===== src/rtl/spi_accel_slave.sv =====
// SPI slave modelling a byte-addressed accelerometer register file.
// All SPI pins are oversampled in the clk domain. Axis samples arriving
// during a frame are held back and committed on CS rise so burst reads stay coherent.
//
// state    | meaning
// ---------+----------------------------------------------------
// S_IDLE   | CS high, or waiting for a clean CS fall after reset
// S_CMD    | shifting in the command byte
// S_ADDR   | shifting in the start address
// S_READ   | shifting out reg[addr], auto-increment per byte
// S_WRITE  | shifting in data bytes, auto-increment per byte
// S_IGNORE | unknown command, MISO held 0 until CS high
module spi_accel_slave #(
    parameter int         NUM_REGS  = 64,
    parameter int         NUM_AXES  = 3,
    parameter logic [7:0] AXIS_BASE = 8'h0E,
    parameter logic [7:0] DEVID     = 8'hAD,
    parameter bit         CPOL      = 1'b0
) (
    input  logic                   clk,
    input  logic                   resetn,
    input  logic                   SCLK,
    input  logic                   CS,
    input  logic                   MOSI,
    output logic                   MISO,
    input  logic                   sample_valid,
    input  logic [16*NUM_AXES-1:0] sample_data,
    output logic                   INT1,
    output logic                   INT2,
    output logic                   wr_strobe,
    output logic [7:0]             wr_addr,
    output logic [7:0]             wr_data
);

    localparam int            AW         = $clog2(NUM_REGS);
    localparam int            BASE_I     = int'(AXIS_BASE) % NUM_REGS;
    localparam logic [AW-1:0] STATUS_A   = AW'(8'h0B);
    localparam logic [AW-1:0] LAST_MSB_A = AW'((BASE_I + 2*NUM_AXES - 1) % NUM_REGS);
    localparam logic [7:0]    CMD_RD     = 8'h0B;
    localparam logic [7:0]    CMD_WR     = 8'h0A;

    typedef enum logic [2:0] {S_IDLE, S_CMD, S_ADDR, S_READ, S_WRITE, S_IGNORE} state_t;

    state_t                  state_q, state_d;
    logic [1:0]              sclk_s_q, sclk_s_d, cs_s_q, cs_s_d, mosi_s_q, mosi_s_d;
    logic                    sclk_prev_q, sclk_prev_d, cs_prev_q, cs_prev_d;
    logic [2:0]              bit_cnt_q, bit_cnt_d;
    logic [6:0]              shin_q, shin_d;
    logic [7:0]              shout_q, shout_d;
    logic                    cmd_rd_q, cmd_rd_d;
    logic [AW-1:0]           addr_q, addr_d;
    logic                    miso_q, miso_d, dr_q, dr_d, ovr_q, ovr_d;
    logic                    pend_q, pend_d;
    logic [16*NUM_AXES-1:0]  pend_data_q, pend_data_d;
    logic [7:0]              regs_q [NUM_REGS];
    logic [7:0]              regs_d [NUM_REGS];
    logic                    wr_strobe_q, wr_strobe_d;
    logic [7:0]              wr_addr_q, wr_addr_d, wr_data_q, wr_data_d;

    logic                    sclk_n, rise, fall, cs_hi, cs_fall, cs_rise, byte_done, commit;
    logic [7:0]              in_byte;
    logic [AW-1:0]           addr_nxt;
    logic [16*NUM_AXES-1:0]  axis_src;

    function automatic logic is_axis(input logic [AW-1:0] a);
        return ((int'(a) - BASE_I + NUM_REGS) % NUM_REGS) < 2*NUM_AXES;
    endfunction

    function automatic logic [7:0] rd_byte(input logic [AW-1:0] a);
        if (a == '0)
            return DEVID;
        else if (a == STATUS_A)
            return {6'b0, ovr_q, dr_q};
        else
            return regs_q[a];
    endfunction

    // Next-state logic: synchronizers, SPI framing, register file and flags.
    always_comb begin
        sclk_s_d    = {sclk_s_q[0], SCLK};
        cs_s_d      = {cs_s_q[0], CS};
        mosi_s_d    = {mosi_s_q[0], MOSI};
        sclk_n      = sclk_s_q[1] ^ CPOL;
        rise        = sclk_n & ~sclk_prev_q;
        fall        = ~sclk_n & sclk_prev_q;
        cs_hi       = cs_s_q[1];
        cs_fall     = ~cs_hi & cs_prev_q;
        cs_rise     = cs_hi & ~cs_prev_q;
        in_byte     = {shin_q, mosi_s_q[1]};
        byte_done   = rise & (bit_cnt_q == 3'd7);
        addr_nxt    = addr_q + AW'(1);
        sclk_prev_d = sclk_n;
        cs_prev_d   = cs_hi;
        state_d     = state_q;
        bit_cnt_d   = bit_cnt_q;
        shin_d      = shin_q;
        shout_d     = shout_q;
        cmd_rd_d    = cmd_rd_q;
        addr_d      = addr_q;
        miso_d      = miso_q;
        dr_d        = dr_q;
        ovr_d       = ovr_q;
        pend_d      = pend_q;
        pend_data_d = pend_data_q;
        regs_d      = regs_q;
        wr_strobe_d = 1'b0;
        wr_addr_d   = wr_addr_q;
        wr_data_d   = wr_data_q;
        commit      = 1'b0;
        axis_src    = pend_data_q;

        if (cs_hi) begin
            state_d   = S_IDLE;
            bit_cnt_d = '0;
            miso_d    = 1'b0;
        end else if (state_q == S_IDLE) begin
            if (cs_fall)
                state_d = S_CMD;
        end else begin
            if (rise) begin
                bit_cnt_d = bit_cnt_q + 3'd1;
                shin_d    = in_byte[6:0];
            end
            if (fall && state_q == S_READ) begin
                miso_d  = shout_q[7];
                shout_d = {shout_q[6:0], 1'b0};
            end
            if (byte_done) begin
                case (state_q)
                    S_CMD: begin
                        cmd_rd_d = (in_byte == CMD_RD);
                        state_d  = (in_byte == CMD_RD || in_byte == CMD_WR) ? S_ADDR : S_IGNORE;
                    end
                    S_ADDR: begin
                        addr_d  = in_byte[AW-1:0];
                        state_d = cmd_rd_q ? S_READ : S_WRITE;
                        shout_d = rd_byte(in_byte[AW-1:0]);
                    end
                    S_READ: begin
                        if (addr_q == LAST_MSB_A) dr_d  = 1'b0;
                        if (addr_q == STATUS_A)   ovr_d = 1'b0;
                        addr_d  = addr_nxt;
                        shout_d = rd_byte(addr_nxt);
                    end
                    S_WRITE: begin
                        if (addr_q != '0 && addr_q != STATUS_A && !is_axis(addr_q)) begin
                            regs_d[addr_q] = in_byte;
                            wr_strobe_d    = 1'b1;
                            wr_addr_d      = 8'(addr_q);
                            wr_data_d      = in_byte;
                        end
                        addr_d = addr_nxt;
                    end
                    default: ;
                endcase
            end
        end

        // Samples land directly while CS is high, otherwise they wait for CS rise.
        if (cs_rise && pend_q) begin
            commit = 1'b1;
            pend_d = 1'b0;
        end
        if (sample_valid) begin
            if (cs_hi) begin
                commit   = 1'b1;
                axis_src = sample_data;
            end else begin
                if (pend_q) ovr_d = 1'b1;
                pend_d      = 1'b1;
                pend_data_d = sample_data;
            end
        end
        if (commit) begin
            if (dr_q) ovr_d = 1'b1;
            dr_d = 1'b1;
            for (int k = 0; k < NUM_AXES; k++) begin
                regs_d[AW'((BASE_I + 2*k) % NUM_REGS)]     = axis_src[16*k +: 8];
                regs_d[AW'((BASE_I + 2*k + 1) % NUM_REGS)] = axis_src[16*k+8 +: 8];
            end
        end
    end

    // State registers; CS history resets low so a frame in progress is ignored.
    always_ff @(posedge clk) begin
        if (!resetn) begin
            state_q     <= S_IDLE;
            sclk_s_q    <= {2{CPOL}};
            cs_s_q      <= 2'b00;
            mosi_s_q    <= 2'b00;
            sclk_prev_q <= 1'b0;
            cs_prev_q   <= 1'b0;
            bit_cnt_q   <= '0;
            shin_q      <= '0;
            shout_q     <= '0;
            cmd_rd_q    <= 1'b0;
            addr_q      <= '0;
            miso_q      <= 1'b0;
            dr_q        <= 1'b0;
            ovr_q       <= 1'b0;
            pend_q      <= 1'b0;
            pend_data_q <= '0;
            for (int i = 0; i < NUM_REGS; i++) regs_q[i] <= '0;
            wr_strobe_q <= 1'b0;
            wr_addr_q   <= '0;
            wr_data_q   <= '0;
        end else begin
            state_q     <= state_d;
            sclk_s_q    <= sclk_s_d;
            cs_s_q      <= cs_s_d;
            mosi_s_q    <= mosi_s_d;
            sclk_prev_q <= sclk_prev_d;
            cs_prev_q   <= cs_prev_d;
            bit_cnt_q   <= bit_cnt_d;
            shin_q      <= shin_d;
            shout_q     <= shout_d;
            cmd_rd_q    <= cmd_rd_d;
            addr_q      <= addr_d;
            miso_q      <= miso_d;
            dr_q        <= dr_d;
            ovr_q       <= ovr_d;
            pend_q      <= pend_d;
            pend_data_q <= pend_data_d;
            regs_q      <= regs_d;
            wr_strobe_q <= wr_strobe_d;
            wr_addr_q   <= wr_addr_d;
            wr_data_q   <= wr_data_d;
        end
    end

    assign MISO      = miso_q;
    assign INT1      = dr_q;
    assign INT2      = ovr_q;
    assign wr_strobe = wr_strobe_q;
    assign wr_addr   = wr_addr_q;
    assign wr_data   = wr_data_q;

endmodule


===== config.mk =====
export PLATFORM = sky130hd
export DESIGN_NAME = spi_accel_slave
export DESIGN_NICKNAME = d
export VERILOG_FILES = /design/src/rtl/spi_accel_slave.sv
export SDC_FILE = /design/constraint.sdc
export NUM_CORES = 2
export LEC_CHECK = 0
export CAP_MARGIN = 40
export CORE_MARGIN = 8
export CORE_UTILIZATION = 30
export CTS_CLUSTER_DIAMETER = 60
export DETAILED_ROUTE_END_ITERATION = 8
export GPL_TIMING_DRIVEN = 0
export MAX_ROUTING_LAYER = met4
export PLACE_DENSITY = 0.55
export SETUP_SLACK_MARGIN = 0.15
export SLEW_MARGIN = 20
export SYNTH_ARGS = -nofsm -noshare
export SYNTH_HDL_FRONTEND = slang
export SYNTH_SLANG_ARGS = --single-unit

===== constraint.sdc =====
create_clock -name clk -period 3.7 [get_ports clk]
set_clock_uncertainty 0.05 [all_clocks]
set_input_delay 0.555 -clock clk [delete_from_list [all_inputs] [get_ports clk]]
set_output_delay 0.555 -clock clk [all_outputs]
set_load 0.01 [all_outputs]

After elaboration in Yosys (flattened, before gate mapping) --
Cells that the tools add are included. W data, S select, Z words.
Cells by class: bitwise operators 17, multiplexer cells 54, add/subtract/negate cells 4, $lt $le $gt $ge 5, reduce and logical (&&, ||, !) cells 34, equal/unequal tests 15
Operators by type and width (count):
- $mux W400 | 5
- $bwmux W512 | 1
- $mux W48 | 3
- $bmux W8 S6 | 2
- $mux W8 | 11
- $demux W8 S6 | 1
- $mux W1 | 23
- $ge A7 B7 Y1 const B | 3
- $not A6 Y7 | 3
- $eq A6 B4 Y1 const B | 3
- $eq A8 B4 Y1 const B | 2
- $pmux W8 S2 | 1
- $mux W3 | 5
- $reduce_and A5 Y1 | 3
- $reduce_bool A2 Y1 | 7
- $logic_not A6 Y1 | 2
- $pmux W6 S2 | 1
- $add A7 B8 Y9 const B | 1
- $not A1 Y1 | 8
- $reduce_and A2 Y1 | 4
- $reduce_and A4 Y1 | 2
- $lt A7 B1 Y1 const B | 1
- $lt A7 B4 Y1 const B | 1
- $sub A6 B4 Y7 const B | 1
- 21 further kinds | 35
Storage, ports and cells: output and inout port bits 20, bits in registers 615

Longest topological paths before layout --
depth after elaboration 13, depth in mapped cells 13, mapped depth without buffers 9

Worst setup path after synthesis --
Ideal clock, no wire load.
path kind flip-flop to flip-flop, start point reg addr_q[0], end point reg shout_q[5], path buffers 5, setup slack 683 ps, stages on the path, launching flop included 12, data arrival time 2830 ps, library setup time 137 ps, path through dfxtp_1 -> buf_4 -> inv_1 -> buf_2 -> ha_1 -> buf_2 -> clkbuf_1 -> buf_2 -> mux4_2 -> mux4_2 -> o21ai_0 -> a41oi_1
On the way: longest elaborated chain between the ends 9
RTL lines:
- from (decl) | RTL line 51 | logic [AW-1:0] addr_q, addr_d;
- from (signal assigned) | RTL line 218 | addr_q <= addr_d;
- $add A6 B1 Y6 (*) | RTL line 91 | addr_nxt = addr_q + AW'(1);
- $not A6 Y7 (implied by the code) | RTL line 75 | return regs_q[a];
- $bmux W8 S6 | RTL line 75
- $mux W8 (implied by the code) (2 in series) | RTL line 75
- $mux W8 | RTL line 72 | else if (a == STATUS_A)
- $mux W8 (*) | RTL line 70 | if (a == '0)
- $pmux W8 S2 (*) | RTL line 129 | case (state_q)
- $mux W8 (*) | RTL line 128 | if (byte_done) begin
- to (signal assigned) | RTL line 216 | shout_q <= shout_d;
- to (decl) | RTL line 49 | logic [7:0] shout_q, shout_d;
Mark *: on every way between the ends. The rest lies on a longest branch, timed or not. The select of a mux whose other input is x is not followed. A chain may end at the register's enable or synchronous reset.

Worst setup path after layout --
start point reg mosi_s_q[1], end point reg shout_q[0]
On the way: longest elaborated chain between the ends 8
RTL lines:
- from (decl) | RTL line 45 | logic [1:0] sclk_s_q, sclk_s_d, cs_s_q, cs_s_d, mosi_s_q, mosi_s_d;
- from (signal assigned) | RTL line 211 | mosi_s_q <= mosi_s_d;
- $not A6 Y7 (implied by the code) | RTL line 75
- $bmux W8 S6 | RTL line 75
- $mux W8 (implied by the code) (2 in series) | RTL line 75
- $mux W8 | RTL line 72
- $mux W8 (*) | RTL line 70
- $pmux W8 S2 (*) | RTL line 129
- $mux W8 (*) | RTL line 128
Marks and branches as above.

==> results_dict.tcl <==
set metrics [dict create \
    die_x_um 350 \
    via_count 30600 \
    yosysUniqueCellTypes 76 \
    overflow 0 \
    ys_async_sr_fraction_pct 0 \
    setup_viol_count_final 2 \
    synthCells 3409 \
    grt_max_degree 13 \
    antenna_found_initial 16 \
    fin_crit_sh_pct 103 \
    max_cap_violations 0 \
    ff2ff_path_depth 10 \
    core_region_area_mm2 0.111 \
    rows 122 \
    cts_tree "done" \
    synth_top_area_share_pct 36.7 \
    vdd_ir_drop_max_uv 297 \
    synthFlopType "dfxtp_1" \
    finalWirelength_um 169000 \
    hold_class "register to register" \
    cts_buffers 78 \
    grt_pass1_vias 28800 \
    leakage_nw 14.0 \
    die_height_um 350 \
    yosys-top-cells-area "dfxtp_1 37%, mux4_2 17%, mux2i_1 9.9%" \
    endpoint_kind "register" \
    path_class "register to register" \
    first_pass_iters 6 \
    dp_hpwl_um 127000 \
    cts_htree_levels 3 \
    yosys.area.top_type "dfxtp_1" \
    die_area_mm2 0.123 \
    insertion_delay_ns 0.65 \
    rsz0062_at_grt "true" \
    clockBufferDepth 3 \
    post-synth-top-count-cell "dfxtp_1" \
    final_cell_area_mm2 0.0401 \
    drive_above_1_share_pct 17.6 \
    viasPerCell 5.91 \
    wl_per_cell_um 32.7 \
    hold-path-cell-count 1 \
    r2r_slack_ns -0.11 \
    min_from "sclk_s_q[0]$_SDFF_PN0_" \
    ys_ff_latch 615 \
    ys_seq_area_share_pct 36.7 \
    fmax_mhz 262 \
    synth_common_cells "615 x dfxtp_1, 513 x nand2_1, 354 x nor2b_1" \
    cts_sinks 615 \
    critical_path_arrival_ns 4.34 \
    yosys_warnings 0 \
    final_core_util_pct 36.2 \
    synth_edf_count 0 \
    powerDensity_mw_per_mm2 384 \
    io_buffer_count 70 \
    drc_errors 0 \
    syn_area_mm2 0.0335 \
    nets 3681 \
    start_kind "register" \
    ant_nets 0 \
    tightest_slew_ns 0.947 \
    area_delta_synth_final_pct 19.6 \
    io_pins 74 \
    syn-mean-instance-area_um2 9.83 \
    clk_pin_slew_worst_paths_ns 0.06 \
    hold_viol 0 \
    cts_root_buffer "clkbuf_16" \
    r2r-end "shout_q[0]$_SDFFE_PN0P_" \
    regToRegStartpoint "mosi_s_q[1]$_SDFF_PN0_" \
    drv_slew 0 \
    dpl_cell_area_mm2 0.0368 \
    grt_pass1_wl_um 233000 \
    grt_usage_pct 27.6 \
    required_ns 4.23 \
    layout_setup_ws_ns -0.111 \
    max-slew-margin-rel_pct 36.9 \
    gp_congestion 1.07 \
    violations "setup timing" \
    outcome "finished, violations left" \
    hold_end "sclk_s_q[1]$_SDFF_PN0_" \
    min_period_ns 3.81 \
    cp_max_fo 10 \
    initial_utilization_pct 30.3 \
    drt_iter0_drc 4024 \
]
-- layer usage --
metal	global-route usage [%]	share of wire, %	vias to the layer above
met2	40.5	43	1762
li1	-	-	12800
met5	-	0	-
met4	12.6	5.4	0
met3	7.56	10	408
met1	35.3	41	15700
-- layout by cell type (no fill, tap or decap), drive strengths merged, types with 17 or more instances in the layout --
| cell | n |
|---|---|
| a21boi | 249 |
| a21oi | 92 |
| a221oi | 49 |
| and2 | 21 |
| buf | 173 |
| clkbuf | 332 |
| clkdlybuf4s50 | 70 |
| dfxtp | 615 |
| diode | 20 |
| inv | 18 |
| mux2i | 332 |
| mux4 | 254 |
| nand2 | 515 |
| nand3 | 55 |
| nor2 | 86 |
| nor2b | 354 |
| o21ai | 195 |
| or4 | 17 |
-- through the flow --
| step | hold WS (ns) | power [mW] | setup TNS [ns] | setup slack (ns) | std cells |
|---|---|---|---|---|---|
| floorplan | 0.362 | 7.16 | 0 | 0.683 | 3410 |
| global placement | 0.374 | 7.44 | -183.17 | -2.43 | 4968 |
| detailed placement | 0.369 | 7.45 | -67.72 | -1.46 | 5018 |
| CTS | 0.386 | 15.4 | 0 | 0.0373 | 5158 |
| global route | 0.406 | 15.7 | -0.0988 | -0.0988 | 5179 |
| finish | 0.385 | 15.4 | -0.153 | -0.111 | 5184 |
-- power breakdown --
part / switching, mW / leakage, nW / total (mW) / internal [mW]
Clock: 3.21 / 1.32 / 8.06 / 4.85
Combinational: 0.379 / 7.72 / 0.630 / 0.251
Sequential: 0.0329 / 4.96 / 6.70 / 6.66
-- worst max-delay path: stages, from the launching register on --
cell      delay [ns]
dfxtp_1         0.30
buf_4           0.27
buf_8           0.28
buf_8           0.27
buf_4           0.39
buf_6           0.35
mux2i_1         0.14
a222oi_1        0.71
a211oi_1        0.20
o32ai_2         0.50
o311a_1         0.24
-- cell families (layout without fill, tap and decap cells) --
group	after synthesis	in the layout	share of synthesized area, %
flops	615	615	36.7
mux	599	599	27.4
compound gates	698	698	13.9
xor+xnor	12	12	0.370
simple gates	1121	1121	16.7
other cells	1	22	0.0112
fa+ha+maj	9	9	0.336
buf+inv	354	620	4.57
-- worst max path at each step --
| stage | start | to | slack, ns | cells past startpoint |
|---|---|---|---|---|
| 2_1_floorplan | addr_q[0]$_SDFFE_PN0P_ | shout_q[5]$_SDFFE_PN0P_ | 0.68 | 11 |
| 3_3_place_gp | addr_q[0]$_SDFFE_PN0P_ | shout_q[2]$_SDFFE_PN0P_ | -2.43 | 12 |
| 3_5_place_dp | addr_q[0]$_SDFFE_PN0P_ | shout_q[0]$_SDFFE_PN0P_ | -1.46 | 12 |
| 4_1_cts | mosi_s_q[1]$_SDFF_PN0_ | shout_q[0]$_SDFFE_PN0P_ | 0.04 | 10 |
| 5_1_grt | mosi_s_q[1]$_SDFF_PN0_ | shout_q[0]$_SDFFE_PN0P_ | -0.1 | 10 |
| 6_report | mosi_s_q[1]$_SDFF_PN0_ | shout_q[0]$_SDFFE_PN0P_ | -0.11 | 10 |
-- area by class of cell --
cell class              count  area, um2
well taps                1488       1860
inverters                  15       57.6
repair buffers            128       1410
clock buffers             109       2310
clock inverters            29        360
diodes                     20       50.0
fillers                 11200      70600
plain buffers             339       1760
flip-flops and latches    615      12300
multi-input cells        2441      20000
-- what timing repair did --
item,CTS,global route
pin swaps,6,3
gates resized for setup,109,28
endpoints found under the setup margin,192,101
hold buffers,0,0
hold endpoints to repair,0,0
buffers inserted,2,2
-- state kept, by name, summed over array words and instances (netlist names), 2 cells and up --
register and cells:
sclk_s_q 2, bit_cnt_q 3, state_q 3, cs_s_q 2
shin_q 7, shout_q 8, addr_q 6, wr_data 8
wr_addr 6, pend_data_q 48, regs_q 512, mosi_s_q 2
Power figures use the tool's default switching activity.
